**src/rtl/mdio_pkg.sv**
```systemverilog
// rtl/mdio_pkg.sv - shared codes, field widths and state type for the MDIO responder
//
// Purpose: Clause-22 frame constants and FSM state enum used by mdio_responder.
// Ports:   none (package).

package mdio_pkg;

    // Start-of-frame code, sent MSB first: a 0 followed by a 1.
    localparam logic [1:0] ST_CODE  = 2'b01;
    localparam logic [1:0] OP_READ  = 2'b10;
    localparam logic [1:0] OP_WRITE = 2'b01;

    localparam int OP_W    = 2;
    localparam int PHYAD_W = 5;
    localparam int REGAD_W = 5;
    localparam int TA_W    = 2;
    localparam int DATA_W  = 16;

    typedef enum logic [2:0] {
        IDLE,
        ST,
        OP,
        PHYAD,
        REGAD,
        TA,
        DATA
    } state_t;

    // Index of the final bit of a field, in the width of the bit counter.
    function automatic logic [3:0] last_idx(input int width);
        return 4'(width - 1);
    endfunction

endpackage

```
**src/rtl/mdio_edge_sync.sv**
```systemverilog
// rtl/mdio_edge_sync.sv - MDC/MDIO synchronizers and MDC rising-edge detector
//
// Purpose: brings the asynchronous MDC/MDIO pins into the clk domain.
// Ports:
//   clk, rst_n  system clock, asynchronous active-low reset
//   mdc         raw MDC pin
//   mdio        raw MDIO pin
//   mdc_rise    one-clk pulse on a synchronized MDC rising edge
//   mdio_s      synchronized MDIO level

module mdio_edge_sync (
    input  logic clk,
    input  logic rst_n,
    input  logic mdc,
    input  logic mdio,
    output logic mdc_rise,
    output logic mdio_s
);

    logic [1:0] mdc_sync;
    logic       mdc_d;
    logic [1:0] mdio_sync;

    always_ff @(posedge clk or negedge rst_n) begin
        if (!rst_n) begin
            mdc_sync  <= 2'b00;
            mdc_d     <= 1'b0;
            // MDIO idles high through its pull-up.
            mdio_sync <= 2'b11;
        end else begin
            mdc_sync  <= {mdc_sync[0], mdc};
            mdc_d     <= mdc_sync[1];
            mdio_sync <= {mdio_sync[0], mdio};
        end
    end

    assign mdc_rise = mdc_sync[1] & ~mdc_d;
    assign mdio_s   = mdio_sync[1];

endmodule

```
**src/rtl/mdio_responder.sv**
```systemverilog
// rtl/mdio_responder.sv - Clause-22 MDIO target presenting a virtual PHY register file
//
// Purpose: decodes MDIO frames from an external master, issues register read
//          requests / write strobes and drives turnaround and read data.
// Optional feature macro: MDIO_PRE_SUPPRESS_EN (preamble suppression after
//          a completed frame).
// Ports:
//   clk, rst_n   system clock (>= 8x MDC), asynchronous active-low reset
//   mdc_i        MDC from the master
//   mdio_i       MDIO level on the wire
//   mdio_o       MDIO value driven by this block
//   mdio_oe      1 = this block drives MDIO
//   reg_addr     REGAD of the current frame
//   rd_req       one-cycle read request for reg_addr
//   rd_data      read data, stable from rd_req+1 until the TA1 rise
//   wr_en        one-cycle write strobe for wr_data to reg_addr
//   wr_data      write data, held until the next write
//   busy         frame in progress
//   frame_err    one-cycle pulse on a malformed or timed-out frame

module mdio_responder
    import mdio_pkg::*;
#(
    parameter logic [PHYAD_W-1:0] PHY_ADDR     = 5'd0,
    parameter int                 PREAMBLE_MIN = 32,
    parameter int                 IDLE_TIMEOUT = 4096
) (
    input  logic                clk,
    input  logic                rst_n,
    input  logic                mdc_i,
    input  logic                mdio_i,
    output logic                mdio_o,
    output logic                mdio_oe,
    output logic [REGAD_W-1:0]  reg_addr,
    output logic                rd_req,
    input  logic [DATA_W-1:0]   rd_data,
    output logic                wr_en,
    output logic [DATA_W-1:0]   wr_data,
    output logic                busy,
    output logic                frame_err
);

    localparam int PW = $clog2(PREAMBLE_MIN + 1);
    localparam int TW = (IDLE_TIMEOUT > 1) ? $clog2(IDLE_TIMEOUT) : 1;
    localparam logic [PW-1:0] PRE_FULL   = PW'(PREAMBLE_MIN);
    localparam logic [TW-1:0] TIMER_LAST = TW'(IDLE_TIMEOUT - 1);

`ifdef MDIO_PRE_SUPPRESS_EN
    localparam bit PRE_SUPPRESS = 1'b1;
`else
    localparam bit PRE_SUPPRESS = 1'b0;
`endif

    logic mdc_rise;
    logic mdio_s;

    mdio_edge_sync u_sync (
        .clk      (clk),
        .rst_n    (rst_n),
        .mdc      (mdc_i),
        .mdio     (mdio_i),
        .mdc_rise (mdc_rise),
        .mdio_s   (mdio_s)
    );

    state_t              state, state_n;
    logic [3:0]          cnt, cnt_n;
    logic [PW-1:0]       pre_cnt, pre_n;
    logic                pre_sup, pre_sup_n;
    logic                is_read, is_read_n;
    logic                drop, drop_n;
    logic [DATA_W-1:0]   sh, sh_n;
    logic [TW-1:0]       timer, timer_n;
    logic                mdio_o_n, mdio_oe_n;
    logic [REGAD_W-1:0]  reg_addr_n;
    logic                rd_req_n, wr_en_n, frame_err_n, busy_n;
    logic [DATA_W-1:0]   wr_data_n;

    // Address fields complete with the bit being sampled this cycle.
    logic [4:0] field5;
    logic [1:0] op_code;
    assign field5  = {sh[3:0], mdio_s};
    assign op_code = {sh[0], mdio_s};

    always_ff @(posedge clk or negedge rst_n) begin
        if (!rst_n) begin
            state     <= IDLE;
            cnt       <= '0;
            pre_cnt   <= '0;
            pre_sup   <= 1'b0;
            is_read   <= 1'b0;
            drop      <= 1'b0;
            sh        <= '0;
            timer     <= '0;
            mdio_o    <= 1'b1;
            mdio_oe   <= 1'b0;
            reg_addr  <= '0;
            rd_req    <= 1'b0;
            wr_en     <= 1'b0;
            wr_data   <= '0;
            busy      <= 1'b0;
            frame_err <= 1'b0;
        end else begin
            state     <= state_n;
            cnt       <= cnt_n;
            pre_cnt   <= pre_n;
            pre_sup   <= pre_sup_n;
            is_read   <= is_read_n;
            drop      <= drop_n;
            sh        <= sh_n;
            timer     <= timer_n;
            mdio_o    <= mdio_o_n;
            mdio_oe   <= mdio_oe_n;
            reg_addr  <= reg_addr_n;
            rd_req    <= rd_req_n;
            wr_en     <= wr_en_n;
            wr_data   <= wr_data_n;
            busy      <= busy_n;
            frame_err <= frame_err_n;
        end
    end

    always_comb begin
        state_n     = state;
        cnt_n       = cnt;
        pre_n       = pre_cnt;
        pre_sup_n   = pre_sup;
        is_read_n   = is_read;
        drop_n      = drop;
        sh_n        = sh;
        mdio_o_n    = mdio_o;
        mdio_oe_n   = mdio_oe;
        reg_addr_n  = reg_addr;
        wr_data_n   = wr_data;
        busy_n      = busy;
        rd_req_n    = 1'b0;
        wr_en_n     = 1'b0;
        frame_err_n = 1'b0;

        // Watchdog runs only while a frame is open; every MDC rise rearms it.
        if (mdc_rise || !busy) begin
            timer_n = '0;
        end else begin
            timer_n = timer + 1'b1;
        end

        if (busy && !mdc_rise && (timer == TIMER_LAST)) begin
            state_n     = IDLE;
            busy_n      = 1'b0;
            mdio_oe_n   = 1'b0;
            mdio_o_n    = 1'b1;
            frame_err_n = 1'b1;
            pre_n       = '0;
            pre_sup_n   = 1'b0;
        end else if (mdc_rise) begin
            case (state)
                IDLE: begin
                    if (mdio_s) begin
                        if (pre_cnt != PRE_FULL) begin
                            pre_n = pre_cnt + 1'b1;
                        end
                        // After a clean frame one idle 1 stands in for the preamble.
                        if (PRE_SUPPRESS && pre_sup) begin
                            pre_n = PRE_FULL;
                        end
                    end else if (pre_cnt == PRE_FULL) begin
                        state_n = ST;
                        pre_n   = '0;
                    end else begin
                        pre_n = '0;
                    end
                end

                ST: begin
                    if (mdio_s == ST_CODE[0]) begin
                        state_n = OP;
                        busy_n  = 1'b1;
                        cnt_n   = '0;
                    end else begin
                        state_n     = IDLE;
                        frame_err_n = 1'b1;
                        pre_sup_n   = 1'b0;
                    end
                end

                OP: begin
                    sh_n = {sh[DATA_W-2:0], mdio_s};
                    if (cnt == last_idx(OP_W)) begin
                        cnt_n = '0;
                        if (op_code == OP_READ) begin
                            is_read_n = 1'b1;
                            state_n   = PHYAD;
                        end else if (op_code == OP_WRITE) begin
                            is_read_n = 1'b0;
                            state_n   = PHYAD;
                        end else begin
                            state_n     = IDLE;
                            busy_n      = 1'b0;
                            frame_err_n = 1'b1;
                            pre_sup_n   = 1'b0;
                        end
                    end else begin
                        cnt_n = cnt + 1'b1;
                    end
                end

                PHYAD: begin
                    sh_n = {sh[DATA_W-2:0], mdio_s};
                    if (cnt == last_idx(PHYAD_W)) begin
                        // Foreign PHY: keep tracking so we stay in frame sync.
                        drop_n  = (field5 != PHY_ADDR);
                        cnt_n   = '0;
                        state_n = REGAD;
                    end else begin
                        cnt_n = cnt + 1'b1;
                    end
                end

                REGAD: begin
                    sh_n = {sh[DATA_W-2:0], mdio_s};
                    if (cnt == last_idx(REGAD_W)) begin
                        reg_addr_n = field5;
                        rd_req_n   = is_read && !drop;
                        cnt_n      = '0;
                        state_n    = TA;
                    end else begin
                        cnt_n = cnt + 1'b1;
                    end
                end

                TA: begin
                    if (cnt != last_idx(TA_W)) begin
                        // TA1: capture read data and pull the line low for TA2.
                        if (is_read && !drop) begin
                            sh_n      = rd_data;
                            mdio_oe_n = 1'b1;
                            mdio_o_n  = 1'b0;
                        end
                        cnt_n = cnt + 1'b1;
                    end else begin
                        if (is_read && !drop) begin
                            mdio_o_n = sh[DATA_W-1];
                            sh_n     = {sh[DATA_W-2:0], 1'b0};
                        end
                        cnt_n   = '0;
                        state_n = DATA;
                    end
                end

                DATA: begin
                    if (is_read) begin
                        if (!drop && (cnt != last_idx(DATA_W))) begin
                            mdio_o_n = sh[DATA_W-1];
                            sh_n     = {sh[DATA_W-2:0], 1'b0};
                        end
                    end else begin
                        sh_n = {sh[DATA_W-2:0], mdio_s};
                    end

                    if (cnt == last_idx(DATA_W)) begin
                        if (!is_read && !drop) begin
                            wr_data_n = {sh[DATA_W-2:0], mdio_s};
                            wr_en_n   = 1'b1;
                        end
                        mdio_oe_n = 1'b0;
                        mdio_o_n  = 1'b1;
                        state_n   = IDLE;
                        busy_n    = 1'b0;
                        pre_n     = '0;
                        pre_sup_n = 1'b1;
                        cnt_n     = '0;
                    end else begin
                        cnt_n = cnt + 1'b1;
                    end
                end

                default: begin
                    state_n = IDLE;
                    busy_n  = 1'b0;
                end
            endcase
        end
    end

endmodule

```
**config.mk**
```make
export PLATFORM = sky130hd
export DESIGN_NAME = mdio_responder
export DESIGN_NICKNAME = d
export VERILOG_FILES = /design/src/rtl/mdio_pkg.sv /design/src/rtl/mdio_edge_sync.sv /design/src/rtl/mdio_responder.sv
export SDC_FILE = /design/constraint.sdc
export NUM_CORES = 1
export LEC_CHECK = 0
export CORE_MARGIN = 10
export CORE_UTILIZATION = 50
export DETAILED_ROUTE_END_ITERATION = 10
export GPL_TIMING_DRIVEN = 0
export PLACE_DENSITY = 0.76
export SLEW_MARGIN = 0
export SYNTH_ARGS = -nofsm -noshare
export SYNTH_HDL_FRONTEND = slang
export SYNTH_SLANG_ARGS = --single-unit
export TNS_END_PERCENT = 20
```
**constraint.sdc**
```tcl
create_clock -name clk -period 2 [get_ports clk]
set_input_delay 0.2 -clock clk [delete_from_list [all_inputs] [get_ports clk]]
set_output_delay 0.2 -clock clk [all_outputs]
set_load 0.005 [all_outputs]
```
==> metrics.md <==
| Metric | Value |
|---|---|
| Met3 wire length | `roughly 570 um` |
| Slowest cell on the critical path | `dfrtp_1` |
| Synth Area in Compound Gates | `12.0%` |
| Max Cap Violations | `0` |
| Crit-path cells | `inv_2 > ha_4 > or3b_4 > a32o_2 > or3b_4 > a21o_1 > a22o_1` |
| Slew Viols, Final | `0` |
| Simple-gate share of the synthesized area | `a little under a fifth` |
| Setup repair after global routing missed its margin | `yes` |
| # IOs | `between 40 and 50` |
| Most common cell in the netlist | `dfrtp_1` |
| Max incr delay on CP | `between 400 and 500 ps` |
| Pwr dens | `~610 nW/um^2` |
| Worst setup margin | `-159 ps` |
| Reg2reg start | `cnt[1]` |
| Global-route wire length before repair | `around 15 mm` |
| Die H | `roughly 110 um` |
| Final nets | `around 460` |
| Via/cell ratio | `between 5 and 6` |
| Total number of vias | `3,020` |
| Most used cell, CP | `or3b_4` |
| Rel. slew slack | `approximately 54%` |
| Top_reg_cell synth | `dfrtp_1` |
| Largest cells by area after synthesis | `dfrtp_1, mux2_2, mux2i_1` |
| Largest net degree at the start of global routing | `45` |
| Gr usage total | `16.3%` |
| # setup viols final | `5` |
| Synth Area in Adders | `under 10%` |
| Area Overhead vs Synth | `29.0%` |
| Post-DP HPWL | `around 6.4 mm` |
| Syn_nets | `roughly 400` |
| Post-Syn Area | `3690 um^2` |
| Critical hold path startpoint | `mdio_i` |
| # diodes | `0` |
| Worst path bufs/invs | `1` |
| Internal power | `around 2.2 mW` |
| # fillers | `580` |
| Largest family of logic cells by synthesized area | `simple AND/OR/NAND/NOR gates` |
| Avg Inst Size Synth | `between 10 and 15 um^2` |
| Routed length on met1 | `about 4.0 mm` |
| Initial antenna violation count | `0` |
| CP Class | `flip-flop to flip-flop` |
| Highest routed metal layer | `met4` |
| Final core occ | `between 60% and 70%` |
| Synth top area share | `48.8%` |
| Clock group share of total power | `a little over two fifths` |
| Arrival time at the worst endpoint | `~2400 ps` |
| Yosys cell types | `52` |
| Final Cycle Share | `108%` |
| CTS sink cnt | `between 70 and 80` |
| Synthesis warning total | `0` |
| Status | `finished, violations left` |
| Initial Utilization | `between 50% and 60%` |
| Die Area | `between 10,000 and 15,000 um^2` |
| Post-synthesis xor/xnor area fraction | `around 1.9%` |
| Root buffer cell | `clkbuf_8` |
| Peak VDD IR | `between 500 and 600 uV` |
| Final Skew | `11.0 ps` |
| Post-Place Cell Area | `4300 um^2` |
| First drt pass iteration count | `4` |
| Worst-Margin Slew | `just under 700 ps` |
| Worst Setup Start Kind | `flip-flop` |
| Clock Pin Slew Worst Setup and Hold Paths | `about 80 ps` |
| Fmax | `463 MHz` |
| Total congestion overflow | `0` |
| Asr flop ratio synth | `100%` |
| Crit-path leading delay family | `simple AND/OR/NAND/NOR gates` |
| Final hold viol count | `0` |
| Detail Route Antenna Nets | `0` |
| Largest buffer count on any clock path | `2` |
| Seq pwr share | `53.1%` |
| Met2 routed WL | `about 4.3 mm` |
| Register area share after synthesis | `50.9%` |
| Max H-tree Level | `3` |
| Violated checks | `negative setup slack` |
| Core ar. | `slightly above 7000 um^2` |
| Design area | `approximately 4800 um^2` |
| Area leader, netlist | `dfrtp_1` |
| DR iter-0 viols | `98` |
| Critical Path RT | `2240 ps` |
| Hold crit path type | `primary input to flip-flop` |
| Inserted Clock Buffers | `9` |
| Worst skew pair latency | `360 ps` |
| Most frequent cells after synthesis | `dfrtp_1, nor2_1, a21oi_1` |
| CTS tree | `done` |
| CP startpoint | `cnt[1]` |
| Critical path capture point type | `flip-flop` |
| Number of global-route vias before repair | `between 3,000 and 4,000` |
| Critical path peak fanout | `3` |
| Post-synth EDFFs | `0` |
| Share of cells above drive strength 1 | `between 20% and 30%` |
| DRC | `0` |
| Average wire per standard cell | `between 15 and 20 um` |
| Sw frac | `around a quarter` |
| Sw power | `0.713 mW` |
| Port-buffer cells | `46` |
| DRT Wirelength | `between 9 and 10 mm` |
| Syn Inst Count | `363` |
| Die width | `about 110 um` |
| RD Place Congestion | `about 0.94` |
| Min Tclk post-route | `2160 ps` |
| Logic pwr share | `just over 5%` |
| Mux share of post-synthesis cell area | `under 10%` |
| Static Leak | `2.07 nW` |
| Setup Total Neg Slack | `-307 ps` |
| Yosys reg bits | `75` |
| Row Count | `31` |
state kept, by name, indices dropped and copies added (netlist names):
name	cells
wr_en	1
mdio_o	1
state	3
mdio_oe	1
reg_addr	5
drop	1
u_sync.mdio_sync	2
frame_err	1
sh	16
u_sync.mdc_sync	2
cnt	4
pre_cnt	6
wr_data	16
u_sync.mdc_d	1
is_read	1
busy	1
rd_req	1
timer	12
stage by stage:
| step | setup slack (ps) | power (mW) | hold slack [ps] | std cells |
|---|---|---|---|---|
| after floorplan | -151 | 1.62 | -95.6 | 363 |
| after global placement | -1870 | 1.70 | 337 | 508 |
| after detailed placement | -370 | 1.71 | 175 | 509 |
| after CTS | -238 | 2.94 | 261 | 532 |
| after global routing | -212 | 3.03 | 272 | 539 |
| final | -159 | 2.91 | 273 | 539 |
what timing repair did:
action | CTS | global route
hold buffers | 1 | 0
gates resized for setup | 24 | 23
setup endpoints to repair | 46 | 31
hold endpoints to repair | 30 | 0
pin swaps | 6 | 14
setup buffers | 7 | 8
kinds of logic after synthesis:
| kind of cell | after synthesis |
|---|---|
| multiplexers | 34 |
| buffers and inverters | 31 |
| flip-flops | 75 |
| XOR/XNOR | 8 |
| AO/OA/AOI/OAI | 72 |
| adder cells (fa/ha/maj) | 9 |
| AND/OR/NAND/NOR | 134 |
cell type report:
class	count	area, um^2	share of cell area, %
Sequential cell	75	1880	39.5
Timing Repair Buffer	63	608	12.8
Clock inverter	7	83.8	1.76
Clock buffer	9	124	2.60
Multi-Input combinational cell	257	1780	37.3
Buffer	17	119	2.49
Inverter	12	45.0	0.945
Tap cell	99	124	2.60
placed cells by master (no fill, tap or decap), drive strengths merged, types with 4 or more instances in the layout:
| master | instances |
|---|---|
| or3 | 4 |
| o21ai | 16 |
| clkdlybuf4s50 | 45 |
| and3 | 6 |
| nand3 | 19 |
| nor2 | 38 |
| a211oi | 5 |
| xor2 | 6 |
| a21oi | 28 |
| inv | 15 |
| mux2 | 19 |
| nand4 | 6 |
| mux2i | 15 |
| clkbuf | 15 |
| nand2 | 24 |
| dfrtp | 72 |
| buf | 28 |
| ha | 9 |
| nor3 | 7 |
| nor2b | 9 |
| o211ai | 4 |
power groups by stage:
stage / sequential [mW] / clock, mW / combinational, mW
2_1_floorplan: 1.57 / 0 / 0.0473
3_3_place_gp: 1.57 / 0 / 0.127
3_5_place_dp: 1.57 / 0 / 0.138
4_1_cts: 1.54 / 1.26 / 0.142
5_1_grt: 1.55 / 1.32 / 0.165
6_report: 1.54 / 1.22 / 0.148
per-layer routing:
| layer | vias to the layer above | global-route usage [%] |
|---|---|---|
| met5 | - | 0 |
| met4 | 0 | 6.48 |
| met3 | 18 | 4.53 |
| met2 | 101 | 25.7 |
| met1 | 1468 | 20.7 |
| li1 | 1433 | - |
path summary, 6_finish.rpt:
path	slack, ps	cells past startpoint	endpoint
max	-160	7	cnt[3]
min in group asynchronous	320	2	timer[2]
min reg2reg	360	0	u_sync.mdc_sync[1]
max in group asynchronous	1050	3	u_sync.mdio_sync[0]
max reg2reg	-160	7	cnt[3]
min	270	1	u_sync.mdio_sync[0]
No activity file was read; power rests on OpenSTA's default activity.
